### config.mk
export PLATFORM = sky130hd
export DESIGN_NAME = mem_port_arbiter_flat
export DESIGN_NICKNAME = d
export VERILOG_FILES = /design/src/rtl/mem_port_arbiter_pkg.sv /design/src/rtl/mem_port_arbiter_if.sv /design/src/rtl/mem_port_arbiter_burst_counter.sv /design/src/rtl/mem_port_arbiter.sv /design/src/flat_wrapper.sv
export SDC_FILE = /design/constraint.sdc
export NUM_CORES = 1
export LEC_CHECK = 0
export ABC_AREA = 1
export CORE_ASPECT_RATIO = 0.9
export CORE_MARGIN = 4
export CORE_UTILIZATION = 42
export DETAILED_ROUTE_END_ITERATION = 7
export PLACE_DENSITY = 0.8
export SLEW_MARGIN = 20
export SYNTH_ARGS = -nofsm -noshare
export SYNTH_HDL_FRONTEND = slang
export SYNTH_HIERARCHICAL = 1
export SYNTH_SLANG_ARGS = --single-unit
### constraint.sdc
create_clock -name Clock -period 2.8 [get_ports Clock]
set_input_delay 0.42 -clock Clock [delete_from_list [all_inputs] [get_ports Clock]]
set_output_delay 0.42 -clock Clock [all_outputs]
set_load 0.02 [all_outputs]
### src/rtl/mem_port_arbiter_pkg.sv
// Shared encodings and helpers for the unified memory port arbiter.
// Imported by the arbiter top and its burst counter.
package mem_port_arbiter_pkg;

    typedef enum logic [1:0] {
        IDLE   = 2'd0,
        ACCESS = 2'd1,
        RESP   = 2'd2
    } arb_state_e;

    typedef enum logic {
        OWN_IF  = 1'b0,
        OWN_MEM = 1'b1
    } arb_owner_e;

    // Wide enough for MEM_LAT up to 7 and MAX_MEM_BURST up to 15.
    localparam int LAT_W   = 3;
    localparam int BURST_W = 4;

    // Writes complete without waiting for read data to come back.
    function automatic logic [LAT_W-1:0] access_latency(input logic is_write, input int mem_lat);
        return is_write ? '0 : LAT_W'(mem_lat);
    endfunction

endpackage

### src/rtl/mem_port_arbiter_if.sv
// Bundle of fetch, data-access, memory and freeze signals around the arbiter.
// slave = arbiter side, master = pipeline/memory side.
interface mem_port_arbiter_if #(
    parameter int ADDR_W = 32,
    parameter int DATA_W = 32
);
    logic              IF_Req;
    logic [ADDR_W-1:0] IF_Addr;
    logic              IF_Ready;
    logic [DATA_W-1:0] IF_Data;

    logic              MEM_Req;
    logic              MEM_Write;
    logic [ADDR_W-1:0] MEM_Addr;
    logic [DATA_W-1:0] MEM_WData;
    logic              MEM_Ready;
    logic [DATA_W-1:0] MEM_RData;

    logic              Mem_En;
    logic              Mem_We;
    logic [ADDR_W-1:0] Mem_Addr;
    logic [DATA_W-1:0] Mem_WData;
    logic [DATA_W-1:0] Mem_RData;

    logic              Stall_Fetch;
    logic              Stall_Mem;

    modport slave (
        input  IF_Req, IF_Addr, MEM_Req, MEM_Write, MEM_Addr, MEM_WData, Mem_RData,
        output IF_Ready, IF_Data, MEM_Ready, MEM_RData,
        output Mem_En, Mem_We, Mem_Addr, Mem_WData, Stall_Fetch, Stall_Mem
    );

    modport master (
        output IF_Req, IF_Addr, MEM_Req, MEM_Write, MEM_Addr, MEM_WData, Mem_RData,
        input  IF_Ready, IF_Data, MEM_Ready, MEM_RData,
        input  Mem_En, Mem_We, Mem_Addr, Mem_WData, Stall_Fetch, Stall_Mem
    );

endinterface

### src/rtl/mem_port_arbiter_burst_counter.sv
// Saturating count of consecutive MEM grants taken while a fetch was waiting.
// limit_hit tells the arbiter to hand the next grant to fetch.
module mem_arb_burst_counter
    import mem_port_arbiter_pkg::*;
#(
    parameter int MAX_MEM_BURST = 4
) (
    input  logic Clock,
    input  logic Reset,
    input  logic clr,
    input  logic inc,
    output logic limit_hit
);

    localparam logic [BURST_W-1:0] LIMIT = BURST_W'(MAX_MEM_BURST);

    logic [BURST_W-1:0] burst_cnt_q, burst_cnt_d;

    always_comb begin
        burst_cnt_d = burst_cnt_q;
        if (clr) begin
            burst_cnt_d = '0;
        end else if (inc && (burst_cnt_q != LIMIT)) begin
            burst_cnt_d = burst_cnt_q + BURST_W'(1);
        end
    end

    always_ff @(posedge Clock or negedge Reset) begin
        if (!Reset) begin
            burst_cnt_q <= '0;
        end else begin
            burst_cnt_q <= burst_cnt_d;
        end
    end

    assign limit_hit = (burst_cnt_q == LIMIT);

endmodule

### src/rtl/mem_port_arbiter.sv
// Shares one fixed-latency single-port memory between instruction fetch and
// the MEM stage; MEM has priority, bounded by a burst limiter.
module mem_port_arbiter
    import mem_port_arbiter_pkg::*;
#(
    parameter int ADDR_W        = 32,
    parameter int DATA_W        = 32,
    parameter int MEM_LAT       = 2,
    parameter int MAX_MEM_BURST = 4
) (
    input  logic                Clock,
    input  logic                Reset,
    mem_port_arbiter_if.slave   bus
);

    arb_state_e        state_q,     state_d;
    arb_owner_e        owner_q,     owner_d;
    logic              wr_q,        wr_d;
    logic [LAT_W-1:0]  lat_cnt_q,   lat_cnt_d;
    logic              mem_en_q,    mem_en_d;
    logic              mem_we_q,    mem_we_d;
    logic [ADDR_W-1:0] mem_addr_q,  mem_addr_d;
    logic [DATA_W-1:0] mem_wdata_q, mem_wdata_d;
    logic              if_ready_q,  if_ready_d;
    logic              mem_ready_q, mem_ready_d;
    logic [DATA_W-1:0] if_data_q,   if_data_d;
    logic [DATA_W-1:0] mem_rdata_q, mem_rdata_d;

    logic burst_clr;
    logic burst_inc;
    logic limit_hit;

    mem_arb_burst_counter #(
        .MAX_MEM_BURST (MAX_MEM_BURST)
    ) u_burst (
        .Clock     (Clock),
        .Reset     (Reset),
        .clr       (burst_clr),
        .inc       (burst_inc),
        .limit_hit (limit_hit)
    );

    always_comb begin
        state_d     = state_q;
        owner_d     = owner_q;
        wr_d        = wr_q;
        lat_cnt_d   = lat_cnt_q;
        mem_en_d    = 1'b0;
        mem_we_d    = 1'b0;
        mem_addr_d  = mem_addr_q;
        mem_wdata_d = mem_wdata_q;
        if_ready_d  = 1'b0;
        mem_ready_d = 1'b0;
        if_data_d   = if_data_q;
        mem_rdata_d = mem_rdata_q;
        burst_clr   = 1'b0;
        burst_inc   = 1'b0;

        case (state_q)
            IDLE: begin
                // A waiting fetch only overrides MEM once the burst limit is reached.
                if (bus.MEM_Req && !(bus.IF_Req && limit_hit)) begin
                    owner_d     = OWN_MEM;
                    wr_d        = bus.MEM_Write;
                    lat_cnt_d   = access_latency(bus.MEM_Write, MEM_LAT);
                    mem_en_d    = 1'b1;
                    mem_we_d    = bus.MEM_Write;
                    mem_addr_d  = bus.MEM_Addr;
                    mem_wdata_d = bus.MEM_WData;
                    burst_inc   = bus.IF_Req;
                    burst_clr   = !bus.IF_Req;
                    state_d     = ACCESS;
                end else if (bus.IF_Req) begin
                    owner_d    = OWN_IF;
                    wr_d       = 1'b0;
                    lat_cnt_d  = access_latency(1'b0, MEM_LAT);
                    mem_en_d   = 1'b1;
                    mem_addr_d = bus.IF_Addr;
                    burst_clr  = 1'b1;
                    state_d    = ACCESS;
                end
            end

            ACCESS: begin
                if (lat_cnt_q == '0) begin
                    if (!wr_q) begin
                        if (owner_q == OWN_IF) begin
                            if_data_d = bus.Mem_RData;
                        end else begin
                            mem_rdata_d = bus.Mem_RData;
                        end
                    end
                    if_ready_d  = (owner_q == OWN_IF) && !wr_q;
                    mem_ready_d = (owner_q == OWN_MEM);
                    state_d     = RESP;
                end else begin
                    lat_cnt_d = lat_cnt_q - LAT_W'(1);
                end
            end

            RESP: begin
                state_d = IDLE;
            end

            default: begin
                state_d = IDLE;
            end
        endcase
    end

    // Reset abandons any access in flight and clears every registered output.
    always_ff @(posedge Clock or negedge Reset) begin
        if (!Reset) begin
            state_q     <= IDLE;
            owner_q     <= OWN_IF;
            wr_q        <= 1'b0;
            lat_cnt_q   <= '0;
            mem_en_q    <= 1'b0;
            mem_we_q    <= 1'b0;
            mem_addr_q  <= '0;
            mem_wdata_q <= '0;
            if_ready_q  <= 1'b0;
            mem_ready_q <= 1'b0;
            if_data_q   <= '0;
            mem_rdata_q <= '0;
        end else begin
            state_q     <= state_d;
            owner_q     <= owner_d;
            wr_q        <= wr_d;
            lat_cnt_q   <= lat_cnt_d;
            mem_en_q    <= mem_en_d;
            mem_we_q    <= mem_we_d;
            mem_addr_q  <= mem_addr_d;
            mem_wdata_q <= mem_wdata_d;
            if_ready_q  <= if_ready_d;
            mem_ready_q <= mem_ready_d;
            if_data_q   <= if_data_d;
            mem_rdata_q <= mem_rdata_d;
        end
    end

    assign bus.Mem_En      = mem_en_q;
    assign bus.Mem_We      = mem_we_q;
    assign bus.Mem_Addr    = mem_addr_q;
    assign bus.Mem_WData   = mem_wdata_q;
    assign bus.IF_Ready    = if_ready_q;
    assign bus.IF_Data     = if_data_q;
    assign bus.MEM_Ready   = mem_ready_q;
    assign bus.MEM_RData   = mem_rdata_q;
    assign bus.Stall_Fetch = bus.IF_Req & ~if_ready_q;
    assign bus.Stall_Mem   = bus.MEM_Req & ~mem_ready_q;

endmodule
### src/flat_wrapper.sv
// flat-port wrapper written by rule: the top's interface ports become plain ports
module mem_port_arbiter_flat import mem_port_arbiter_pkg::*;
#(
    parameter int ADDR_W        = 32,
    parameter int DATA_W        = 32,
    parameter int MEM_LAT       = 2,
    parameter int MAX_MEM_BURST = 4
)
  (Clock, Reset, bus_IF_Req, bus_IF_Addr, bus_MEM_Req, bus_MEM_Write, bus_MEM_Addr, bus_MEM_WData, bus_Mem_RData, bus_IF_Ready, bus_IF_Data, bus_MEM_Ready, bus_MEM_RData, bus_Mem_En, bus_Mem_We, bus_Mem_Addr, bus_Mem_WData, bus_Stall_Fetch, bus_Stall_Mem);
  mem_port_arbiter_if #(.ADDR_W(ADDR_W), .DATA_W(DATA_W)) bus_i ();
  input  logic Clock;
  input  logic Reset;
  input wire logic [$bits(bus_i.IF_Req)-1:0] bus_IF_Req;
  input wire logic [$bits(bus_i.IF_Addr)-1:0] bus_IF_Addr;
  input wire logic [$bits(bus_i.MEM_Req)-1:0] bus_MEM_Req;
  input wire logic [$bits(bus_i.MEM_Write)-1:0] bus_MEM_Write;
  input wire logic [$bits(bus_i.MEM_Addr)-1:0] bus_MEM_Addr;
  input wire logic [$bits(bus_i.MEM_WData)-1:0] bus_MEM_WData;
  input wire logic [$bits(bus_i.Mem_RData)-1:0] bus_Mem_RData;
  output wire logic [$bits(bus_i.IF_Ready)-1:0] bus_IF_Ready;
  output wire logic [$bits(bus_i.IF_Data)-1:0] bus_IF_Data;
  output wire logic [$bits(bus_i.MEM_Ready)-1:0] bus_MEM_Ready;
  output wire logic [$bits(bus_i.MEM_RData)-1:0] bus_MEM_RData;
  output wire logic [$bits(bus_i.Mem_En)-1:0] bus_Mem_En;
  output wire logic [$bits(bus_i.Mem_We)-1:0] bus_Mem_We;
  output wire logic [$bits(bus_i.Mem_Addr)-1:0] bus_Mem_Addr;
  output wire logic [$bits(bus_i.Mem_WData)-1:0] bus_Mem_WData;
  output wire logic [$bits(bus_i.Stall_Fetch)-1:0] bus_Stall_Fetch;
  output wire logic [$bits(bus_i.Stall_Mem)-1:0] bus_Stall_Mem;
  assign bus_i.IF_Req = bus_IF_Req;
  assign bus_i.IF_Addr = bus_IF_Addr;
  assign bus_i.MEM_Req = bus_MEM_Req;
  assign bus_i.MEM_Write = bus_MEM_Write;
  assign bus_i.MEM_Addr = bus_MEM_Addr;
  assign bus_i.MEM_WData = bus_MEM_WData;
  assign bus_i.Mem_RData = bus_Mem_RData;
  assign bus_IF_Ready = bus_i.IF_Ready;
  assign bus_IF_Data = bus_i.IF_Data;
  assign bus_MEM_Ready = bus_i.MEM_Ready;
  assign bus_MEM_RData = bus_i.MEM_RData;
  assign bus_Mem_En = bus_i.Mem_En;
  assign bus_Mem_We = bus_i.Mem_We;
  assign bus_Mem_Addr = bus_i.Mem_Addr;
  assign bus_Mem_WData = bus_i.Mem_WData;
  assign bus_Stall_Fetch = bus_i.Stall_Fetch;
  assign bus_Stall_Mem = bus_i.Stall_Mem;
  mem_port_arbiter #(.ADDR_W(ADDR_W), .DATA_W(DATA_W), .MEM_LAT(MEM_LAT), .MAX_MEM_BURST(MAX_MEM_BURST)) u_core (.Clock(Clock), .Reset(Reset), .bus(bus_i));
endmodule
# Word-level counts from Yosys, hierarchy flattened
# Cells that the tools add are included.
dict set report op_classes {
  add_sub_neg 2
  mul 0
  div 0
  magnitude_cmp 0
  eq_ne 6
  shifts 0
  muxes 29
  bitwise 6
  reduce_logical 18
}
# op count
set op_table {}
lappend op_table {{$mux W32} 2}
lappend op_table {{$mux W1} 16}
lappend op_table {{$mux W3} 3}
lappend op_table {{$mux W2} 4}
lappend op_table {{$mux W4} 2}
lappend op_table {{$reduce_and A4 Y1} 2}
lappend op_table {{$pmux W3 S2} 1}
lappend op_table {{$reduce_and A2 Y1} 3}
lappend op_table {{$reduce_bool A2 Y1} 3}
lappend op_table {{$add A4 B1 Y4 const B} 1}
lappend op_table {{$eq A4 B3 Y1 const B} 1}
lappend op_table {{$logic_and A1 B1 Y1} 4}
lappend op_table {{$ne A4 B3 Y1 const B} 1}
lappend op_table {{$not A1 Y1} 4}
lappend op_table {{$pmux W2 S2} 1}
lappend op_table {{$logic_not A1 Y1} 3}
lappend op_table {{$logic_not A3 Y1} 1}
lappend op_table {{$ne A3 B2 Y1 const B} 1}
lappend op_table {{$reduce_and A3 Y1} 1}
lappend op_table {{$sub A3 B1 Y3 const B} 1}
lappend op_table {{$and A1 B1 Y1} 2}
lappend op_table {{$eq A2 B1 Y1 const B} 1}
lappend op_table {{$logic_not A2 Y1} 1}
lappend op_table {{$ne A2 B1 Y1 const B} 1}
lappend op_table {{$ne A2 B2 Y1 const B} 1}
dict set report totals {
  regBits 143
  latchBits 0
  mem_bits_rw 0
  mem_bits_ro 0
  input_bits 133
  out_inout_bits 134
  word_cells 74
  n_memories 0
}

# Logic depth before layout (Yosys ltp)
dict set report depth {
  ltp_word 9
  depth_mapped 15
  mapped_depth_nobuf 14
}

# Cells and area by module
# The synthesis kept the hierarchy.
# module n_inst cells_per_inst area_per_inst_um2 seq_area_each_um2
set by_module_without_submodules {}
lappend by_module_without_submodules {mem_port_arbiter 1 675 5815.6 3478.3}
lappend by_module_without_submodules {mem_arb_burst_counter 1 32 252.7 100.1}

# Least setup slack after synthesis
# OpenSTA, ideal clock, no wires.
dict set report synth_timing {
  path_kind {register -> register}
  from {reg u_core.u_burst.burst_cnt_q[0]}
  to {reg u_core.u_burst.burst_cnt_q[0]}
  setup_time_ns 0.126
  arrival_ns 1.845
  required_ns 2.674
  path_slack_ns 0.829
  stages_incl_launch_ff 14
  n_path_buf 2
  synth_period_minus_slack_ns 1.971
  cell_sequence {dfrtp_1 -> inv_1 -> ha_1 -> nand2_1 -> nor2_2 -> nand2_1 -> nand2_2 -> inv_2 -> buf_4 -> buf_2 -> a21oi_1 -> inv_1 -> nand3_1 -> o21ai_0}
}
dict set report synth_between {
  word_cells_on_any_way 14
  cone_classes {1 x add/sub; 2 x eq/ne; 6 x mux; 5 x reduce/logical}
}
# item line_no
set synth_rtl {}
lappend synth_rtl {{start, declared} mem_port_arbiter_burst_counter.sv:17} ;# logic [BURST_W-1:0] burst_cnt_q, burst_cnt_d;
lappend synth_rtl {{start signal, assigned} mem_port_arbiter_burst_counter.sv:32} ;# burst_cnt_q <= burst_cnt_d;
lappend synth_rtl {{$eq A4 B3 Y1 *} mem_port_arbiter_burst_counter.sv:36} ;# assign limit_hit = (burst_cnt_q == LIMIT);
lappend synth_rtl {{named net u_core.limit_hit} mem_port_arbiter.sv:31} ;# logic limit_hit;
lappend synth_rtl {{$logic_and A1 B1 Y1 *} mem_port_arbiter.sv:62} ;# if (bus.MEM_Req && !(bus.IF_Req && limit_hit)) begin
lappend synth_rtl {{$logic_not A1 Y1 *} mem_port_arbiter.sv:62}
lappend synth_rtl {{$logic_and A1 B1 Y1 *} mem_port_arbiter.sv:62}
lappend synth_rtl {{$mux W1 *} mem_port_arbiter.sv:62}
lappend synth_rtl {{$mux W1 *} mem_port_arbiter.sv:59} ;# case (state_q)
lappend synth_rtl {{named net u_core.burst_clr} mem_port_arbiter.sv:29} ;# logic burst_clr;
lappend synth_rtl {{$mux W4 / $reduce_bool A2 Y1 (equally long branches)} -}
# Mark *: on every way through the listed nets, which the timed path passes. The rest lies on a longest branch. The select of a mux whose other input is x is not followed.
# A chain may end at the register's enable or synchronous reset.

# Worst setup path in the final report
dict set report layout_timing {
  from {in bus_IF_Req}
  to {out bus_Stall_Fetch}
}
dict set report layout_between {
  elab_chain_len 1
}
# item line_no
set layout_lines {}
lappend layout_lines {{start, declared} flat_wrapper.sv:13} ;# input wire logic [$bits(bus_i.IF_Req)-1:0] bus_IF_Req;
lappend layout_lines {{$and A1 B1 Y1} mem_port_arbiter.sv:150} ;# assign bus.Stall_Fetch = bus.IF_Req & ~if_ready_q;
lappend layout_lines {{end, declared} flat_wrapper.sv:28} ;# output wire logic [$bits(bus_i.Stall_Fetch)-1:0] bus_Stall_Fetch;
# Every way passes these cells.

==> summary.md <==
| Metric | Value |
|---|---|
| Status | `finished clean` |
| Core Util, Final | `67.6%` |
| Initial antenna violation count | `0` |
| Met3 usage | `7.72%` |
| CP Max Fanout | `4` |
| Site Rows | `between 40 and 50` |
| Final Non-Filler Cells | `approximately 1200` |
| Fmax | `467 MHz` |
| DR vias | `5504` |
| Hold Fails Final Rpt | `0` |
| Yosys warning total | `6` |
| Met2 usage | `34.5%` |
| TritonCTS Buffers | `17` |
| Clock slew at reported path FFs | `0.05 ns` |
| Global route overflow | `0` |
| Root Buffer | `clkbuf_16` |
| Final GP Congestion | `0.795` |
| Most Crowded Layer GR | `met2` |
| Synth unique cells | `24` |
| Setup TNS | `0 ns` |
| Max VDD drop | `~0.48 mV` |
| DRT Wirelength | `between 15 and 20 mm` |
| Sequential area share after synthesis | `59.0%` |
| Class of the worst hold path | `flop to flop` |
| Max-slew headroom | `roughly 60%` |
| Dpl cells | `1143` |
| Unrepaired setup endpoints after global routing | `no` |
| Core box area | `roughly 14000 sq um` |
| Worst setup SP type | `primary input` |
| Syn Inst Count | `707` |
| CTS tree | `built` |
| Die ar. | `16400 sq um` |
| Setup crit end kind | `primary output` |
| Clock skew | `~0.0067 ns` |
| I/O Buffers | `266` |
| Met1 Usage GRT | `25.1%` |
| Req. time, crit path | `2.38 ns` |
| WHS Endpoint | `u_core/bus.Mem_WData[11]` |
| Global-route wire length before repair | `~27 mm` |
| DRC | `0` |
| DR iter-0 viols | `323` |
| Final ANT Viol Nets | `0` |
| Hold Crit Depth | `2` |
| Largest net degree at the start of global routing | `52` |
| Leak Pwr | `4.71 nW` |
| HPWL after DPL | `12.6 mm` |
| Vias in the first global route | `about 5400` |
| Synthesis-stage register bit count | `143` |
| Die height | `122 um` |
| Synth-to-Final Area Change | `57.1%` |
| Period utilization | `76.4%` |
| Syn Nets | `~840` |
| Syn_area_per_cell | `between 8 and 9 sq um` |
| Starting Density | `43.0%` |
| H-tree Lvls | `4` |
| Hold wc startpoint | `u_core/bus.Mem_WData[11]` |
| FF-to-FF End | `u_core/u_burst/burst_cnt_q[1]` |
| R2R Path Start | `u_core/u_burst/burst_cnt_q[0]` |
| Max clock buf depth | `2` |
| Final #Nets | `~1100` |
| Slew @ Worst Pin | `between 0.5 and 0.6 ns` |
| Pwr dens | `~1200 nW/um^2` |
| Antenna diodes | `0` |
| TritonCTS Sinks | `143` |
| Max cap viols | `0` |
| Clock Latency Late Sink | `0.41 ns` |
| Final setup vio count | `0` |
| Critical path arrival | `1.72 ns` |
| Via density | `between 4 and 5` |
| # IOs | `267` |
| Worst setup path category | `primary input to primary output` |
| DR pass1 iterations | `5` |
| R2R Setup Slk | `0.89 ns` |
| Slew Limit Fails | `0` |
| Layout cells sized above 1 | `under 10%` |
| Routed len/inst | `14.5 um` |
| Die X | `135 um` |
| GRT Util Overall | `about a fifth` |
| Worst reg2reg path depth | `13` |
| Min Tclk post-route | `2.14 ns` |
| Cell area after synthesis | `6070 sq um` |
-- per-layer routing --
metal	up-vias	wire, um
met5	-	0
met4	0	390
met3	25	1620
met2	204	8320
met1	2550	6690
li1	2725	-
-- cells in the final DEF (no fill, tap or decap), drive strengths merged, types with 3 or more instances in the layout --
master | synthesis | final
o21ai | 71 | 71
nand4 | 3 | 3
nor2 | 13 | 13
clkbuf | 5 | 22
dfrtp | 143 | 143
clkinvlp | 0 | 4
clkinv | 1 | 3
inv | 48 | 48
bufinv | 0 | 4
clkdlybuf4s50 | 0 | 265
ha | 4 | 4
nand3 | 39 | 39
nand2 | 345 | 345
buf | 31 | 14
-- flip-flops by register name, summed over array words and instances (netlist names) --
signal / cells
u_core/bus.Mem_En: 1
u_core/bus.IF_Data: 32
u_core/bus.MEM_RData: 32
u_core/bus.Mem_We: 1
u_core/bus.MEM_Ready: 1
u_core/state_q: 2
u_core/bus.Mem_Addr: 32
u_core/bus.IF_Ready: 1
u_core/lat_cnt_q: 3
u_core/wr_q: 1
u_core/owner_q: 1
u_core/bus.Mem_WData: 32
u_core/u_burst/burst_cnt_q: 4
-- worst max-delay path: stages --
cell and delay (ns):
clkdlybuf4s50_1 0.53, inv_1 0.07, nor2_1 0.09, clkdlybuf4s50_1 0.61
-- repair_timing --
item / CTS / global route
hold buffers: 1 / 0
setup buffers: 0 / 0
gates resized for setup: 0 / 0
hold endpoints to repair: 41 / 0
-- final cells by class --
class / instances / area (sq um)
Clock buffer: 22 / 464
Clock inverter: 10 / 160
Fill cell: 1137 / 4570
Inverter: 49 / 184
Multi-Input combinational cell: 479 / 2100
Sequential cell: 143 / 3580
Tap cell: 193 / 241
Timing Repair Buffer: 280 / 2810
-- logic make-up after synthesis --
logic type / after synthesis / synth area share (%)
buf+inv: 85 / 6.52
flops: 143 / 59.0
simple gates: 402 / 26.3
xor+xnor: 1 / 0.144
fa+ha+maj: 4 / 0.825
compound gates: 72 / 7.24
-- Yosys cell counts (all sizes together) --
cell type  number  area, sq um
nand2         345         1300
dfrtp         143         3580
o21ai          71          434
inv            48          180
nand3          39          195
buf            31          193
nor2           13         71.3
clkbuf          5         18.8
ha              4         50.1
nand4           3         18.8
a21oi           1         5.00
clkinv          1         3.75
nor3            1         5.00
or2             1         6.26
xor2            1         8.76
-- power by group --
part | total, W | internal, W | switching (W)
sequential | 0.00361 | 0.00306 | 0.000545
clock | 0.00236 | 0.00154 | 0.000826
combinational | 0.00549 | 0.00243 | 0.00306
total | 0.0115 | 0.00703 | 0.00443
-- worst max path at each step --
stage	from	to
finish	bus_IF_Req	bus_Stall_Fetch
global route	bus_IF_Req	bus_Stall_Fetch
global placement	bus_MEM_Req	bus_Stall_Mem
CTS	bus_IF_Req	bus_Stall_Fetch
detailed placement	bus_IF_Req	bus_Stall_Fetch
floorplan	u_core/u_burst/burst_cnt_q[0]	u_core/u_burst/burst_cnt_q[0]
-- through the flow --
step	hold WS, ns	total power, W	instance area [sq um]	setup WS (ns)
final	0.467	0.0115	9530	0.660
after global placement	0.364	0.00902	8900	0.668
after CTS	0.471	0.0116	9530	0.645
after floorplan	0.124	0.00650	6070	0.829
after global routing	0.497	0.0122	9530	0.566
after detailed placement	0.366	0.00915	8900	0.636
Power figures use the tool's default switching activity.
